[src/rtl/rect_pkg.sv]
// rect_pkg: corner encodings, raster defaults and colour field layout shared by the
// rectilinearizer blocks (corner locator, corner sprites, corner registers).
package rect_pkg;
    localparam logic [1:0] CORNER_TL = 2'd0;
    localparam logic [1:0] CORNER_TR = 2'd1;
    localparam logic [1:0] CORNER_BL = 2'd2;
    localparam logic [1:0] CORNER_BR = 2'd3;
    localparam int H_ACTIVE_DEF = 1024;
    localparam int V_ACTIVE_DEF = 768;
    localparam int CH_W  = 10;
    localparam int R_LSB = 20;
    localparam int G_LSB = 10;
    localparam int B_LSB = 0;
    typedef enum logic [1:0] {
        S_IDLE,
        S_WAIT,
        S_SCAN,
        S_DONE
    } loc_state_e;
    function automatic logic within_tol(input logic [CH_W-1:0] a, input logic [CH_W-1:0] b,
                                        input logic [CH_W-1:0] tol);
        return ((a > b) ? a - b : b - a) <= tol;
    endfunction
endpackage

[src/rtl/colour_match.sv]
// colour_match: flags a pixel whose R, G and B channels each lie within TOL of COLOUR.
module colour_match
    import rect_pkg::*;
#(
    parameter logic [29:0] COLOUR = 30'h3FFFFFFF,
    parameter logic [9:0]  TOL    = 10'd64
) (
    input  logic [29:0] pixel,
    output logic        hit
);
    always_comb
        hit = within_tol(pixel[R_LSB +: CH_W], COLOUR[R_LSB +: CH_W], TOL)
           && within_tol(pixel[G_LSB +: CH_W], COLOUR[G_LSB +: CH_W], TOL)
           && within_tol(pixel[B_LSB +: CH_W], COLOUR[B_LSB +: CH_W], TOL);
endmodule

[src/rtl/corner_locator.sv]
// corner_locator: scans one full frame on request and reports the pixel of COLOUR
// closest (Manhattan distance) to the chosen screen corner, plus the match count.
module corner_locator
    import rect_pkg::*;
#(
    parameter int          H_ACTIVE   = H_ACTIVE_DEF,
    parameter int          V_ACTIVE   = V_ACTIVE_DEF,
    parameter logic [29:0] COLOUR     = 30'h3FFFFFFF,
    parameter logic [9:0]  TOL        = 10'd64,
    parameter logic [1:0]  CORNER     = CORNER_TL,
    parameter logic [19:0] MIN_PIXELS = 20'd16
) (
    input  logic        clock,
    input  logic        reset_n,
    input  logic [10:0] hcount,
    input  logic [9:0]  vcount,
    input  logic [29:0] pixel,
    input  logic        req,
    output logic        busy,
    output logic        done,
    output logic        found,
    output logic [10:0] x,
    output logic [9:0]  y,
    output logic [19:0] match_count
);
    localparam logic [10:0] H_ACT  = 11'(H_ACTIVE);
    localparam logic [9:0]  V_ACT  = 10'(V_ACTIVE);
    localparam logic [10:0] H_END  = 11'(H_ACTIVE - 1);
    localparam logic [9:0]  V_END  = 10'(V_ACTIVE - 1);
    localparam logic [11:0] H_LAST = 12'(H_ACTIVE - 1);
    localparam logic [11:0] V_LAST = 12'(V_ACTIVE - 1);
    localparam logic        FLIP_H = (CORNER == CORNER_TR) || (CORNER == CORNER_BR);
    localparam logic        FLIP_V = (CORNER == CORNER_BL) || (CORNER == CORNER_BR);

    loc_state_e  state_q, state_d;
    logic        colour_hit, active, frame_start, last_px;
    logic [11:0] h_term, v_term, score;
    logic        s1_m_q, s1_m_d;
    logic [10:0] s1_h_q, s1_h_d;
    logic [9:0]  s1_v_q, s1_v_d;
    logic [11:0] best_score_q, best_score_d;
    logic [10:0] best_x_q, best_x_d;
    logic [9:0]  best_y_q, best_y_d;
    logic [19:0] count_q, count_d;
    logic        found_q, found_d;
    logic [10:0] x_q, x_d;
    logic [9:0]  y_q, y_d;
    logic [19:0] mc_q, mc_d;

    colour_match #(
        .COLOUR(COLOUR),
        .TOL   (TOL)
    ) u_match (
        .pixel(pixel),
        .hit  (colour_hit)
    );

    always_comb begin
        active      = (hcount < H_ACT) && (vcount < V_ACT);
        frame_start = (hcount == '0) && (vcount == '0);
        last_px     = (s1_h_q == H_END) && (s1_v_q == V_END);
        h_term      = FLIP_H ? H_LAST - {1'b0, s1_h_q} : {1'b0, s1_h_q};
        v_term      = FLIP_V ? V_LAST - {2'b0, s1_v_q} : {2'b0, s1_v_q};
        score       = h_term + v_term;
    end

    always_ff @(posedge clock or negedge reset_n)
        if (!reset_n)
            state_q <= S_IDLE;
        else
            state_q <= state_d;

    always_comb begin
        state_d = state_q;
        case (state_q)
            S_IDLE:  state_d = req ? S_WAIT : S_IDLE;
            S_WAIT:  state_d = frame_start ? S_SCAN : S_WAIT;
            S_SCAN:  state_d = last_px ? S_DONE : S_SCAN;
            default: state_d = S_IDLE;
        endcase
    end

    always_comb begin
        busy = (state_q == S_WAIT) || (state_q == S_SCAN);
        done = state_q == S_DONE;
    end

    // Results are published on the last scan cycle so they are valid while done is high.
    always_comb begin
        s1_m_d       = active && colour_hit;
        s1_h_d       = hcount;
        s1_v_d       = vcount;
        best_score_d = best_score_q;
        best_x_d     = best_x_q;
        best_y_d     = best_y_q;
        count_d      = count_q;
        found_d      = found_q;
        x_d          = x_q;
        y_d          = y_q;
        mc_d         = mc_q;
        if (state_q == S_IDLE && req) begin
            best_score_d = '1;
            best_x_d     = '0;
            best_y_d     = '0;
            count_d      = '0;
        end
        if (state_q == S_SCAN && s1_m_q) begin
            count_d = &count_q ? count_q : count_q + 20'd1;
            if (score < best_score_q) begin
                best_score_d = score;
                best_x_d     = s1_h_q;
                best_y_d     = s1_v_q;
            end
        end
        if (state_q == S_SCAN && last_px) begin
            found_d = count_d >= MIN_PIXELS;
            x_d     = best_x_d;
            y_d     = best_y_d;
            mc_d    = count_d;
        end
    end

    always_ff @(posedge clock or negedge reset_n)
        if (!reset_n) begin
            s1_m_q       <= 1'b0;
            s1_h_q       <= '0;
            s1_v_q       <= '0;
            best_score_q <= '0;
            best_x_q     <= '0;
            best_y_q     <= '0;
            count_q      <= '0;
            found_q      <= 1'b0;
            x_q          <= '0;
            y_q          <= '0;
            mc_q         <= '0;
        end else begin
            s1_m_q       <= s1_m_d;
            s1_h_q       <= s1_h_d;
            s1_v_q       <= s1_v_d;
            best_score_q <= best_score_d;
            best_x_q     <= best_x_d;
            best_y_q     <= best_y_d;
            count_q      <= count_d;
            found_q      <= found_d;
            x_q          <= x_d;
            y_q          <= y_d;
            mc_q         <= mc_d;
        end

    assign found       = found_q;
    assign x           = x_q;
    assign y           = y_q;
    assign match_count = mc_q;
endmodule

[config.mk]
export PLATFORM = sky130hd
export DESIGN_NAME = corner_locator
export DESIGN_NICKNAME = d
export VERILOG_FILES = /design/src/rtl/rect_pkg.sv /design/src/rtl/colour_match.sv /design/src/rtl/corner_locator.sv
export SDC_FILE = /design/constraint.sdc
export NUM_CORES = 1
export LEC_CHECK = 0
export ABC_AREA = 1
export CORE_MARGIN = 4
export CORE_UTILIZATION = 35
export CTS_BUF_LIST = sky130_fd_sc_hd__clkbuf_8
export DETAILED_ROUTE_END_ITERATION = 10
export DONT_BUFFER_PORTS = 1
export SYNTH_ARGS = -nofsm -noshare
export SYNTH_HDL_FRONTEND = slang
export SYNTH_HIERARCHICAL = 1
export SYNTH_SLANG_ARGS = --single-unit
[constraint.sdc]
create_clock -name clock -period 6.39 [get_ports clock]
set_input_delay 0 -clock clock [delete_from_list [all_inputs] [get_ports clock]]
set_output_delay 0 -clock clock [all_outputs]
set_load 0.01 [all_outputs]
---- Word level (Yosys, flattened, before mapping) ----
Cells that the tools add are included.
cells by class
  add/subtract/negate cells ............... 8
  reduce and logical (&&, ||, !) cells .... 14
  multiplexer cells ....................... 19
  order comparisons ....................... 10
  equal/unequal tests ..................... 5
operators by type and width
  cell                                                                 number
  two-way mux 10 bit                                                   6
  two-way mux 20 bit                                                   3
  two-way mux 12 bit                                                   3
  two-way mux 11 bit                                                   3
  > comparator 10 bit (second input constant)                          3
  <= comparator 10 x 7 -> 1 bit (second input constant)                3
  subtractor 10 bit (first input constant)                             3
  subtractor 10 bit (second input constant)                            3
  adder 20 x 1 -> 20 bit (second input constant)                       1
  greater-or-equal comparator 20 x 5 -> 1 bit (second input constant)  1
  AND reduction 20 bit                                                 1
  adder 11 x 10 -> 12 bit                                              1
  < comparator 12 bit                                                  1
  equality test 11 x 10 -> 1 bit (second input constant)               1
  logical NOT 11 bit                                                   1
  < comparator 11 bit (second input constant)                          1
  equality test 10 bit (second input constant)                         1
  logical NOT 10 bit                                                   1
  < comparator 10 bit (second input constant)                          1
  logical AND 1 bit                                                    9
  case mux 2 bit (3 select lines)                                      1
  equality test 2 bit (second input constant)                          2
  equality test 2 x 1 -> 1 bit (second input constant)                 1
  logical NOT 2 bit                                                    1
  other kinds (3)                                                      4
word-level totals
  input bits .............................. 54
  output and inout bits ................... 44
  register bits after elaboration ......... 119

---- Logic depth before layout (Yosys ltp) ----
Gate-level depths: netlist of run 1.
  depth after elaboration ................. 6
  depth in mapped cells ................... 20
  depth with buffers taken out ............ 19

---- Cells and area by module ----
Netlist of run 1, hierarchy kept.
by module, submodules not included
  module          area each (um^2)  instances  sequential area each (um^2)  cells each
  corner_locator  5816.8            1          2977.9                       710
  colour_match    142.6             1          0.0                          35

---- Worst setup path before layout of run 1 ----
Ideal clock, no wire load.
  kind .................................... register -> register
  start point ............................. register s1_h_q[2]
  end point ............................... register x_q[3] (netlist: x[3])
  period minus slack after synthesis ...... 3.127 ns
  arrival ................................. 3.061 ns
  path buffers ............................ 1
  path slack .............................. 3.263 ns
  stages on the path, launching flop included .. 20
  required time ........................... 6.324 ns
  cell sequence ........................... dfrtp_1 -> ha_1 -> nand3_1 -> nand2_1 -> a21oi_1 -> o21ai_0 -> a21oi_1 -> or2_2 -> nand2_1 -> inv_1 -> ha_1 -> nand4_1 -> nor2_1 -> nand4_1 -> nand3b_1 -> clkbuf_1 -> nand3_1 -> nand2_1 -> nand2_1 -> nand2_1
between the ends
  word-level cells in the longest chain between the ends .. 4
  elaborated cells on any way between the ends .. 7
  those cells by class .................... 1 x add/sub; 1 x order compare; 1 x eq/ne; 2 x mux; 2 x reduce/logical
ends and longest elaborated chain
  element                  RTL line               text
  from (decl)              corner_locator.sv:39   logic [10:0] s1_h_q, s1_h_d;
  from (signal assigned)   corner_locator.sv:138  s1_h_q <= s1_h_d;
  adder 11 x 10 -> 12 bit  corner_locator.sv:64   score = h_term + v_term;
  < comparator 12 bit      corner_locator.sv:109  if (score < best_score_q) begin
  two-way mux 11 bit       corner_locator.sv:109
  two-way mux 11 bit       corner_locator.sv:107  if (state_q == S_SCAN && s1_m_q) begin
  via best_x_d[3]          corner_locator.sv:42   logic [10:0] best_x_q, best_x_d;
  to (signal assigned)     corner_locator.sv:133  x_q <= '0;
  to (signal assigned)     corner_locator.sv:145  x_q <= x_d;
  to (decl)                corner_locator.sv:46   logic [10:0] x_q, x_d;
The timed path passes the listed nets, and every way through them passes these cells.
A chain may end at the register's enable or synchronous reset.

---- Worst setup path in the final report of run 1 ----
  start point ............................. register s1_v_q[2]
  end point ............................... register best_score_q[8]
between the ends
  word-level cells in the longest chain between the ends .. 4
ends and longest elaborated chain
  element                      RTL line               text
  from (decl)                  corner_locator.sv:40   logic [9:0] s1_v_q, s1_v_d;
  from (signal assigned)       corner_locator.sv:139  s1_v_q <= s1_v_d;
  adder 11 x 10 -> 12 bit (*)  corner_locator.sv:64
  < comparator 12 bit          corner_locator.sv:109
  two-way mux 12 bit (*)       corner_locator.sv:109
  two-way mux 12 bit (*)       corner_locator.sv:107
  via best_score_d[8]          corner_locator.sv:41   logic [11:0] best_score_q, best_score_d;
  to (signal assigned)         corner_locator.sv:140  best_score_q <= best_score_d;
  to (decl)                    corner_locator.sv:41
Mark *: on every way through the listed nets, which the timed path passes. The rest lies on a longest branch.

==> results of run 1 <==
-- power by group through the flow --
stage          Clock [mW]  Sequential (mW)  Combinational (mW)
2_1_floorplan           0            0.811               0.106
3_3_place_gp            0            0.818               0.134
3_5_place_dp            0            0.818               0.134
4_1_cts             0.799            0.804               0.166
5_1_grt             0.836            0.808               0.190
6_report            0.781            0.805               0.164
-- sequential cells by signal (all words and copies together) (netlist names) --
register / count
best_y_q: 10
y: 10
best_score_q: 12
s1_v_q: 10
best_x_q: 11
s1_m_q: 1
match_count: 20
state_q: 2
x: 11
s1_h_q: 11
count_q: 20
found: 1
-- timing repair --
item,4_1_cts,5_1_grt
hold buffers,28,0
hold endpoints to repair,143,0
setup buffers,0,0
gates resized for setup,0,0
-- cell type report --
class	instances	area, um2	area share
repair buffers	31	320	0.0463
multi-input cells	516	2560	0.370
clock inverters	14	208	0.0301
inverters	87	327	0.0472
flip-flops and latches	119	2980	0.431
clock buffers	18	248	0.0358
well taps	220	275	0.0398
-- layer usage --
metal | global-route usage | vias to the layer above
li1 | - | 2436
met1 | 0.219 | 2246
met2 | 0.261 | 126
met3 | 0.0418 | 17
met4 | 0.0426 | 0
met5 | 0 | -
-- cells by family (layout without fill, tap and decap cells) --
| kind of cell | after synthesis | in the layout | synth area share |
|---|---|---|---|
| AOI/OAI and AO/OA | 72 | 72 | 0.0672 |
| xor gates and xnor gates | 12 | 12 | 0.0176 |
| adders and majority gates | 27 | 27 | 0.0579 |
| buffers and inverters | 110 | 150 | 0.0722 |
| DFF | 119 | 119 | 0.500 |
| and+or+nand+nor | 405 | 405 | 0.285 |
-- metrics by stage --
| stage | setup slack (ps) | hold slack, ps | utilization |
|---|---|---|---|
| detailed placement | 2690 | -293 | 0.370 |
| CTS | 2670 | 2.41 | 0.415 |
| global route | 2330 | 37.9 | 0.415 |
| global placement | 2770 | -293 | 0.370 |
| floorplan | 3260 | -296 | - |
| finish | 2650 | 54.1 | 0.415 |
-- critical path: cells and delay by family (launching register included) --
kind | cells | cell delay (ps)
flops | 1 | 410
simple gates | 9 | 1340
buf+inv | 3 | 440
compound gates | 4 | 780
fa+ha+maj | 2 | 650
-- how the worst min path moves through the flow --
stage / startpoint / to / cells past startpoint
2_1_floorplan: reset_n / best_score_q[0] / 0
3_3_place_gp: reset_n / match_count[12] / 0
3_5_place_dp: reset_n / match_count[12] / 0
4_1_cts: vcount[7] / state_q[1] / 5
5_1_grt: vcount[2] / state_q[1] / 5
6_report: vcount[7] / state_q[1] / 5
-- cell usage in the layout, fill, tap and decap left out, drive strengths merged, types with 5 or more instances in the layout --
master         n
a21oi         19
bufinv         5
clkbuf        18
dfrtp        119
dlygate4sd3   27
ha            26
inv           89
nand2        255
nand3         58
nand4         14
nor2          58
nor3          13
o21ai         33
o22ai         11
xor2           9
==> summary.txt, run 1 <==
RSZ-0062 raised after global routing -> false
met2 WL -> 7.07 mm
Initial Util -> 0.358
DRT met1 WL -> 6.99 mm
NetSw -> 433 uW
fraction of layout cells with a size suffix above 1 -> 0.0637
Crit. Startpoint -> s1_v_q[2]
GRT Overall Usage -> 0.162
IO Count -> 98
Achievable Freq -> 267 MHz
largest area contributor in the netlist -> dfrtp_1
# DRC -> 0
Critical Path Sink -> best_score_q[8]
Peak supply drop -> 0.181 mV
clock sinks -> 119
Via Count -> 4825
WL/cell -> 15.1 um
synth warn -> 6
Arr. time, crit path -> 4070 ps
number of fill cells -> 1656
Die Width -> 138 um
Layout area overhead -> 16.0%
FP Rows -> 47
synth unique cells -> 35
Final Total Pwr -> 1.75 mW
count leader, synth -> nand2_1
placed insts -> 945
largest net degree at the start of global routing -> 120
CP max FO -> 36
Final Cell Area -> 0.00691 mm2
Total Routed Length -> 15.1 mm
initial antenna violation count -> 0
Post-Syn Nets -> 826
crit path launch type -> flop
setup_tns -> 0 ps
first-pass GRT wire length -> 25.2 mm
die height -> 138 um
Critical R2R Capture -> best_score_q[8]
top cells by count, synth -> nand2_1, dfrtp_1, inv_1, nand3_1, nor2_1
Combinational Power Share -> 0.094
Hold Path Class -> primary input to flop
dominant cells by area after synthesis -> dfrtp_1, nand2_1, ha_1, inv_1, nand3_1
R2R depth -> 18
CTS tree -> built
gate count after technology mapping -> 745
synthesized area -> 0.00596 mm2
Top Layer Used -> met4
Avg Inst Size Synth -> 8.00 um2
hpwl dp -> 10.8 mm
CTS buffer count -> 17
Max-cap violations -> 0
final setup fails -> 0
Sequential Power Share -> 0.460
met3 routed WL -> 888 um
Clock transition at path regs -> 70 ps
nets -> 853
status -> finished clean
CP Capture Type -> flop
vias per cell -> 4.80
post-layout minimum cycle time -> 3740 ps
grt total ovfl -> 0
Max stage delay on crit path -> 410 ps
Clock power frac -> 0.447
Root Driver -> clkbuf_8
1st-pass router iterations -> 4
H-tree Lvls -> 4
crit-path cells -> ha_1, nand3_1, nand2_1, a21oi_1, o21ai_0, a21oi_1, or2_2, nand2_1, inv_1, ha_1, nand4_1, nor2_1, nand4_1, nand3b_1, buf_4, nand2_1, o22ai_1, inv_1
Max Clock Skew -> 13.2 ps
CP dominant cell by count -> nand2_1
Clock Path Buffers -> 2
Hold Violations, Final -> 0
Seq/Total Area, Yosys -> 0.500
number of synthesized flops with an enable pin -> 0
leakage power -> 3.45 nW
Synth top area share -> 0.500
routability congestion estimate -> 0.908
Ant. Diodes -> 0
clk_lat worst skew -> 440 ps
PD cells -> 253 mW/mm2
Worst slew margin -> 0.310
Reg2Reg Launch Point -> s1_v_q[2]
worst path required time -> 6720 ps
First DRT Iteration DRCs -> 286
worst-margin pin slew -> 1030 ps
placed cell areas -> 0.00616 mm2
CP Class -> flop to flop
die footprint -> 0.0192 mm2
Sw Share -> 0.247
flop2flop setup slack -> 2650 ps
synthesized flop and latch total -> 119
antenna viol nets, final -> 0
fin cells -> 1005
core area -> 0.0166 mm2
internal power -> 1.32 mW
vias in the first global route -> 4803
Port Buffers -> 0
Synth Flop Type -> dfrtp_1
Post-synth ARST share -> 1.00
period utilization -> 0.586
CP max stage cell -> dfrtp_1
Pins Over Slew Limit -> 0
Note: power is estimated with default switching activity, not from simulation.
==> run 2: changes to the inputs <==
--- a/config.mk
+++ b/config.mk
@@ -5,7 +5,7 @@
 export SDC_FILE = /design/constraint.sdc
 export NUM_CORES = 1
 export LEC_CHECK = 0
-export ABC_AREA = 1
+export ABC_AREA = 0
 export CORE_MARGIN = 4
 export CORE_UTILIZATION = 35
 export CTS_BUF_LIST = sky130_fd_sc_hd__clkbuf_8
==> constraint.sdc (replaced) <==
create_clock -name clock -period 3.45 [get_ports clock]
set_input_delay 0 -clock clock [delete_from_list [all_inputs] [get_ports clock]]
set_output_delay 0 -clock clock [all_outputs]
set_load 0.01 [all_outputs]
==> run 2 against run 1 <==
Net effect: the run now ends with setup timing left; synthesized cell count decreased by 32%; largest cell class unchanged; total power increased by 82%; die area decreased by 3.8%; sequential share of layout area decreased by 0.17 points.
==> summary.txt, run 2 <==
Ant. Diodes -> 0 (unchanged)
met2 GRT Util -> 0.272 (+0.0113)
Total Routed Length -> 14.0 mm (-7.8%)
first-pass GRT wire length -> 22.6 mm (-10%)
CTS tree -> built
GRT busiest layer -> met2
FP Rows -> 46 (-2.1%)
period utilization -> 1.02 (+0.433)
placed cell areas -> 0.00601 mm2 (-2.4%)
most common cell after layout, fill and taps aside -> dfrtp_1
worst hold margin -> 141 ps (+87.3 ps)
WL/cell -> 17.7 um (+18%)
Peak supply drop -> 0.340 mV (+88%)
R2R depth -> 15 (-3)
Hold Path Class -> primary input to flop
clk_lat worst skew -> 440 ps (about the same)
top cells by count, synth -> dfrtp_1, nand2_1, inv_1, mux2_2, mux2i_1
# DRC -> 0 (unchanged)
vias per cell -> 5.20 (+8.2%)
Clock transition at path regs -> 80 ps (about the same)
Worst slew margin -> 0.499 (+0.188)
final setup fails -> 19 (+19)
Max-cap violations -> 0 (unchanged)
routability congestion estimate -> 0.852 (-6.2%)
post-layout minimum cycle time -> 3510 ps (-227 ps)
largest area contributor in the netlist -> dfrtp_1
Final Cell Area -> 0.00694 mm2 (+0.40%)
CP Capture Type -> flop
Synth Flop Type -> dfrtp_1
Achievable Freq -> 285 MHz (+6.5%)
Pins Over Slew Limit -> 0 (unchanged)
GRT Overall Usage -> 0.157 (-0.00459)
status -> finished with violations
Avg Inst Size Synth -> 11.3 um2 (+41%)
Reg2Reg Launch Point -> s1_h_q[1]
flop2flop setup slack -> -60 ps (-2710 ps)
fraction of layout cells with a size suffix above 1 -> 0.219 (+0.155)
vias in the first global route -> 4386 (-8.7%)
Critical R2R Capture -> y[6]
setup_tns -> -484 ps (-484 ps)
Arr. time, crit path -> 3830 ps (-240 ps)
crit path launch type -> flop
largest net degree at the start of global routing -> 120 (unchanged)
PD cells -> 459 mW/mm2 (+81%)
CP Class -> flop to flop
hpwl dp -> 9.95 mm (-7.6%)
antenna viol nets, final -> 0 (unchanged)
Max Clock Skew -> 11.7 ps (-1.44 ps)
1st-pass router iterations -> 4 (unchanged)
initial antenna violation count -> 0 (unchanged)
grt total ovfl -> 0 (unchanged)
Root Driver -> clkbuf_8
clock sinks -> 119 (unchanged)
gate count after technology mapping -> 508 (-32%)
synthesized flop and latch total -> 119 (unchanged)
violated checks -> setup timing
Layout area overhead -> 21.3%
most frequent cells in the layout -> dfrtp_1, nand2_1, inv_1
IO Count -> 98 (unchanged)
Synth top area share -> 0.521 (+0.0209)
Port Buffers -> 0 (unchanged)
Seq/Total Area, Yosys -> 0.521 (+0.0209)
Critical Path Sink -> y[6]
Die Width -> 136 um (-1.9%)
die height -> 136 um (-1.9%)
Core Util, Final -> 0.435 (+0.0199)
met3 usage -> 0.0407 (-0.00107)
count leader, synth -> dfrtp_1
final setup margin -> -64.6 ps (-2710 ps)
synthesized area -> 0.00572 mm2 (-4.0%)
worst path required time -> 3770 ps (-2950 ps)
worst-margin pin slew -> 745 ps (-288 ps)
CTS buffer count -> 17 (unchanged)
dominant cells by area after synthesis -> dfrtp_1, mux2_2, ha_1, mux2i_1, nand2_1
nets -> 640 (-25%)
core area -> 0.0159 mm2 (-4.2%)
First DRT Iteration DRCs -> 196 (-31%)
die footprint -> 0.0185 mm2 (-3.8%)
leakage power -> 3.02 nW (-12%)
Via Count -> 4094 (-15%)
number of synthesized flops with an enable pin -> 0 (unchanged)
Crit. Startpoint -> s1_h_q[1]
Hold Violations, Final -> 0 (unchanged)
synth warn -> 6 (unchanged)
Post-synth ARST share -> 1.00 (unchanged)
Post-Syn Nets -> 589 (-29%)
GR Layer Usage met1 -> 0.191 (-0.0272)
H-tree Lvls -> 4 (unchanged)
Clock Path Buffers -> 2 (unchanged)
Initial Util -> 0.359 (+0.000720)
synth unique cells -> 58 (+66%)
RSZ-0062 raised after global routing -> true
CP max FO -> 9 (-75%)
==> run 2: cell types whose count changed in the layout (fill, tap and decap cells not counted), moves of 16 or more <==
| cell | delta |
|---|---|
| nand2_1 | -206 |
| inv_1 | -46 |
| nand3_1 | -40 |
| mux2_2 | +35 |
| nor2_1 | -27 |
| o21ai_0 | -21 |
| mux2i_1 | +16 |
==> run 2: worst max-delay path: stages (launching register included) <==
cell	delay, ps
dfrtp_1	400
buf_4	160
fa_2	380
a21o_1	190
a211oi_2	250
o21ai_1	140
a41oi_1	230
xnor2_1	180
ha_1	280
nor2b_1	140
o21ai_0	140
o211ai_1	110
buf_4	180
buf_12	150
mux2i_4	180
mux2_2	270
==> run 2: what timing repair did <==
item | in CTS | in global routing
gates cloned | 0 | 0
gates resized for setup | 8 | 24
hold buffers | 27 | 0
endpoints found under the hold margin | 144 | 0
setup endpoints to repair | 35 | 29
pin swaps | 8 | 11
setup buffers | 4 | 4
==> run 2: cells by family (layout without fill, tap and decap cells) <==
kind of cell | Yosys count | in the layout | share of synthesized area
AND/OR/NAND/NOR | 153 | 153 | 0.141
flip-flops | 119 | 119 | 0.521
AO/OA/AOI/OAI | 76 | 76 | 0.0976
multiplexers | 67 | 67 | 0.126
buffers and inverters | 57 | 121 | 0.0407
adder cells (fa/ha/maj) | 27 | 27 | 0.0604
XOR/XNOR | 9 | 9 | 0.0138
==> run 2: how the worst min path moves through the flow <==
stage              start         endpoint  slack (ps)  cells past startpoint
2_1_floorplan    reset_n  best_score_q[0]        -300                      0
3_3_place_gp     reset_n   match_count[2]        -290                      0
3_5_place_dp     reset_n   match_count[0]        -290                      0
4_1_cts        hcount[4]        s1_h_q[4]         120                      1
5_1_grt        hcount[2]        s1_h_q[2]         120                      1
6_report       vcount[2]        s1_v_q[2]         140                      1
==> run 2: power breakdown <==
part           leakage [nW]  switching (mW)  internal [mW]
clock network         0.206           0.587          0.789
logic                  1.48           0.179          0.135
registers              1.33          0.0449           1.45
total                  3.02           0.811           2.37
==> run 2: cell type report <==
cell class | instances | area [um2]
clock inverter | 15 | 201
timing repair buffer | 48 | 477
sequential | 119 | 2980
multi-input combinational | 332 | 2630
clock buffer | 17 | 234
fill | 1520 | 9000
inverter | 41 | 154
tap | 216 | 270
==> run 2: metal layers <==
| layer | part of all wire | wire length [um] | vias up |
|---|---|---|---|
| li1 | - | - | 1939 |
| met1 | 0.42 | 5840 | 2003 |
| met2 | 0.50 | 6960 | 130 |
| met3 | 0.065 | 906 | 22 |
| met4 | 0.018 | 250 | 0 |
| met5 | 0 | 0 | - |
==> run 2: per-stage QoR <==
step	power, mW	instances	setup WS (ps)
6_report	3.18	788	-64.6
2_1_floorplan	1.67	508	13.7
5_1_grt	3.32	788	-169
3_3_place_gp	1.73	721	-123
3_5_place_dp	1.74	721	-167
4_1_cts	3.19	784	14.7
==> run 3: changes to the inputs <==
--- a/config.mk
+++ b/config.mk
@@ -6,11 +6,14 @@
 export NUM_CORES = 1
 export LEC_CHECK = 0
 export ABC_AREA = 0
-export CORE_MARGIN = 4
+export CELL_PAD_IN_SITES_DETAIL_PLACEMENT = 1
+export CELL_PAD_IN_SITES_GLOBAL_PLACEMENT = 2
+export CORE_MARGIN = 2
 export CORE_UTILIZATION = 35
 export CTS_BUF_LIST = sky130_fd_sc_hd__clkbuf_8
 export DETAILED_ROUTE_END_ITERATION = 10
 export DONT_BUFFER_PORTS = 1
+export PLACE_DENSITY_LB_ADDON = 0.1
 export SYNTH_ARGS = -nofsm -noshare
 export SYNTH_HDL_FRONTEND = slang
 export SYNTH_HIERARCHICAL = 1
==> run 3 against run 2 <==
Net effect: the run still ends with setup timing left; global-route usage rose by 2.8 points; total power is 1.8% higher; routed wire length grew 10%; worst hold slack got worse by 21 ps; first-iteration DRC count is 14% lower; via count increased by 1.1%; clock power is essentially flat; utilization rose by 0.84 points; clock-buffer cell count grew 1; sequential share of layout area down 0.81 points; final area up 1.9%; clock skew shrank 0.80 ps; critical endpoint is now y[7]; largest cell class unchanged; largest power group unchanged.
==> summary.txt, run 3 (same netlist as run 2, synthesis figures left out) <==
status -> finished with violations
violated checks -> setup timing
Peak supply drop -> 0.264 mV (-22%)
vias per cell -> 5.20 (about the same)
CP Capture Type -> flop
Total Routed Length -> 15.4 mm (+10%)
clk_lat worst skew -> 450 ps (about the same)
most common cell after layout, fill and taps aside -> dfrtp_1
final setup fails -> 16 (-3)
most frequent cells in the layout -> dfrtp_1, nand2_1, inv_1
die height -> 132 um (-2.9%)
final setup margin -> -81.1 ps (-16.5 ps)
Via Count -> 4139 (+1.1%)
crit path launch type -> flop
First DRT Iteration DRCs -> 168 (-14%)
pre-CTS WS -> -210 ps (-43.6 ps)
period utilization -> 1.02 (+0.00478)
first-pass GRT wire length -> 25.0 mm (+10%)
Ant. Diodes -> 0 (unchanged)
largest net degree at the start of global routing -> 120 (unchanged)
Layout area overhead -> 23.6%
fraction of layout cells with a size suffix above 1 -> 0.248 (+0.0297)
PD cells -> 458 mW/mm2 (-0.14%)
H-tree Lvls -> 4 (unchanged)
# DRC -> 0 (unchanged)
RSZ-0062 raised after global routing -> true
initial antenna violation count -> 0 (unchanged)
1st-pass router iterations -> 4 (unchanged)
clock sinks -> 119 (unchanged)
worst-margin pin slew -> 900 ps (+154 ps)
die footprint -> 0.0174 mm2 (-5.8%)
worst path required time -> 3780 ps (about the same)
number of fill cells -> 1743 (+15%)
nets -> 648 (+1.3%)
IO Count -> 98 (unchanged)
worst hold margin -> 120 ps (-21.1 ps)
Max Clock Skew -> 10.9 ps (-0.803 ps)
hpwl dp -> 10.6 mm (+6.2%)
grt total ovfl -> 0 (unchanged)
routability congestion estimate -> 0.766 (-10%)
post-layout minimum cycle time -> 3530 ps (+16.5 ps)
Initial Util -> 0.359 (unchanged)
CTS tree -> built
leakage power -> 3.08 nW (+2.0%)
Die Width -> 132 um (-2.9%)
GRT Overall Usage -> 0.185 (+0.0281)
Max-cap violations -> 0 (unchanged)
Pins Over Slew Limit -> 0 (unchanged)
Worst slew margin -> 0.392 (-0.106)
Hold Violations, Final -> 0 (unchanged)
Clock transition at path regs -> 80 ps (about the same)
Port Buffers -> 0 (unchanged)
CP Class -> flop to flop
Achievable Freq -> 283 MHz (-0.47%)
Arr. time, crit path -> 3860 ps (+30 ps)
CTS buffer count -> 17 (unchanged)
vias in the first global route -> 4508 (+2.8%)
Hold Path Class -> primary input to flop
Root Driver -> clkbuf_8
antenna viol nets, final -> 0 (unchanged)
FP Rows -> 46 (unchanged)
WL/cell -> 19.3 um (+9.1%)
Clock Path Buffers -> 2 (unchanged)
core area -> 0.0159 mm2 (unchanged)
CP max FO -> 8 (-1)
## run 3: cell types whose count changed in the layout (fill, tap and decap cells not counted), sizes merged
cell and change:
bufinv -1, clkbuf +1, clkinvlp -4, buf +8, inv +2, clkinv +2
## run 3: cell type report
cell class / instances / area (um2) / share of cell area
flip-flops and latches: 119 / 2980 / 0.421
multi-input cells: 332 / 2690 / 0.380
repair buffers: 56 / 549 / 0.0777
well taps: 216 / 270 / 0.0382
clock buffers: 18 / 248 / 0.0350
clock inverters: 14 / 188 / 0.0265
inverters: 41 / 154 / 0.0218
## run 3: metrics by stage
stage / util / area, um2 / power (mW) / instances / TNS [ps]
3_3_place_gp: 0.378 / 6020 / 1.75 / 723 / -3940
5_1_grt: 0.444 / 7070 / 3.40 / 796 / -4760
2_1_floorplan: - / 5720 / 1.67 / 508 / 0
6_report: 0.444 / 7070 / 3.24 / 796 / -559
3_5_place_dp: 0.378 / 6020 / 1.76 / 723 / -4390
4_1_cts: 0.430 / 6860 / 3.26 / 789 / -4.89
## run 3: repair_timing
item | CTS | global route
hold buffers | 27 | 0
endpoints found under the hold margin | 145 | 0
pin swaps | 8 | 11
gates cloned | 2 | 0
buffers inserted | 5 | 8
resized for setup | 15 | 35
setup endpoints to repair | 48 | 54
## run 3: worst paths after layout
| path | start | to | slack, ps | cells past startpoint |
|---|---|---|---|---|
| max | s1_h_q[0] | y[7] | -80 | 16 |
| min | hcount[8] | s1_h_q[8] | 120 | 1 |
| max reg2reg | s1_h_q[0] | y[7] | -80 | 16 |
| min reg2reg | best_score_q[2] | best_score_q[2] | 530 | 2 |
| max in group asynchronous | reset_n | match_count[5] | 2760 | 2 |
| min in group asynchronous | reset_n | count_q[11] | 200 | 2 |
## run 3: critical path, stage by stage, from the launching register on
cell	delay, ps
dfrtp_1	400
ha_2	200
buf_4	130
a21o_1	170
a211oi_2	220
o21ai_0	200
a41oi_2	300
xnor2_1	190
ha_1	300
a21oi_1	170
nor2b_1	60
o21ai_0	150
o211ai_1	140
buf_4	170
buf_12	150
mux2i_4	200
mux2_4	270
## run 3: routing by layer
metal | GRT usage | up-vias | routed length [um]
met5 | 0 | - | 0
met3 | 0.0523 | 13 | 549
met2 | 0.329 | 64 | 8060
met4 | 0.0483 | 0 | 182
li1 | - | 1943 | -
met1 | 0.222 | 2119 | 6590
## run 3: report_power, final
| part | switching [mW] | internal, mW | leakage (nW) |
|---|---|---|---|
| combinational | 0.190 | 0.153 | 1.53 |
| sequential | 0.0472 | 1.45 | 1.33 |
| clock | 0.649 | 0.754 | 0.217 |
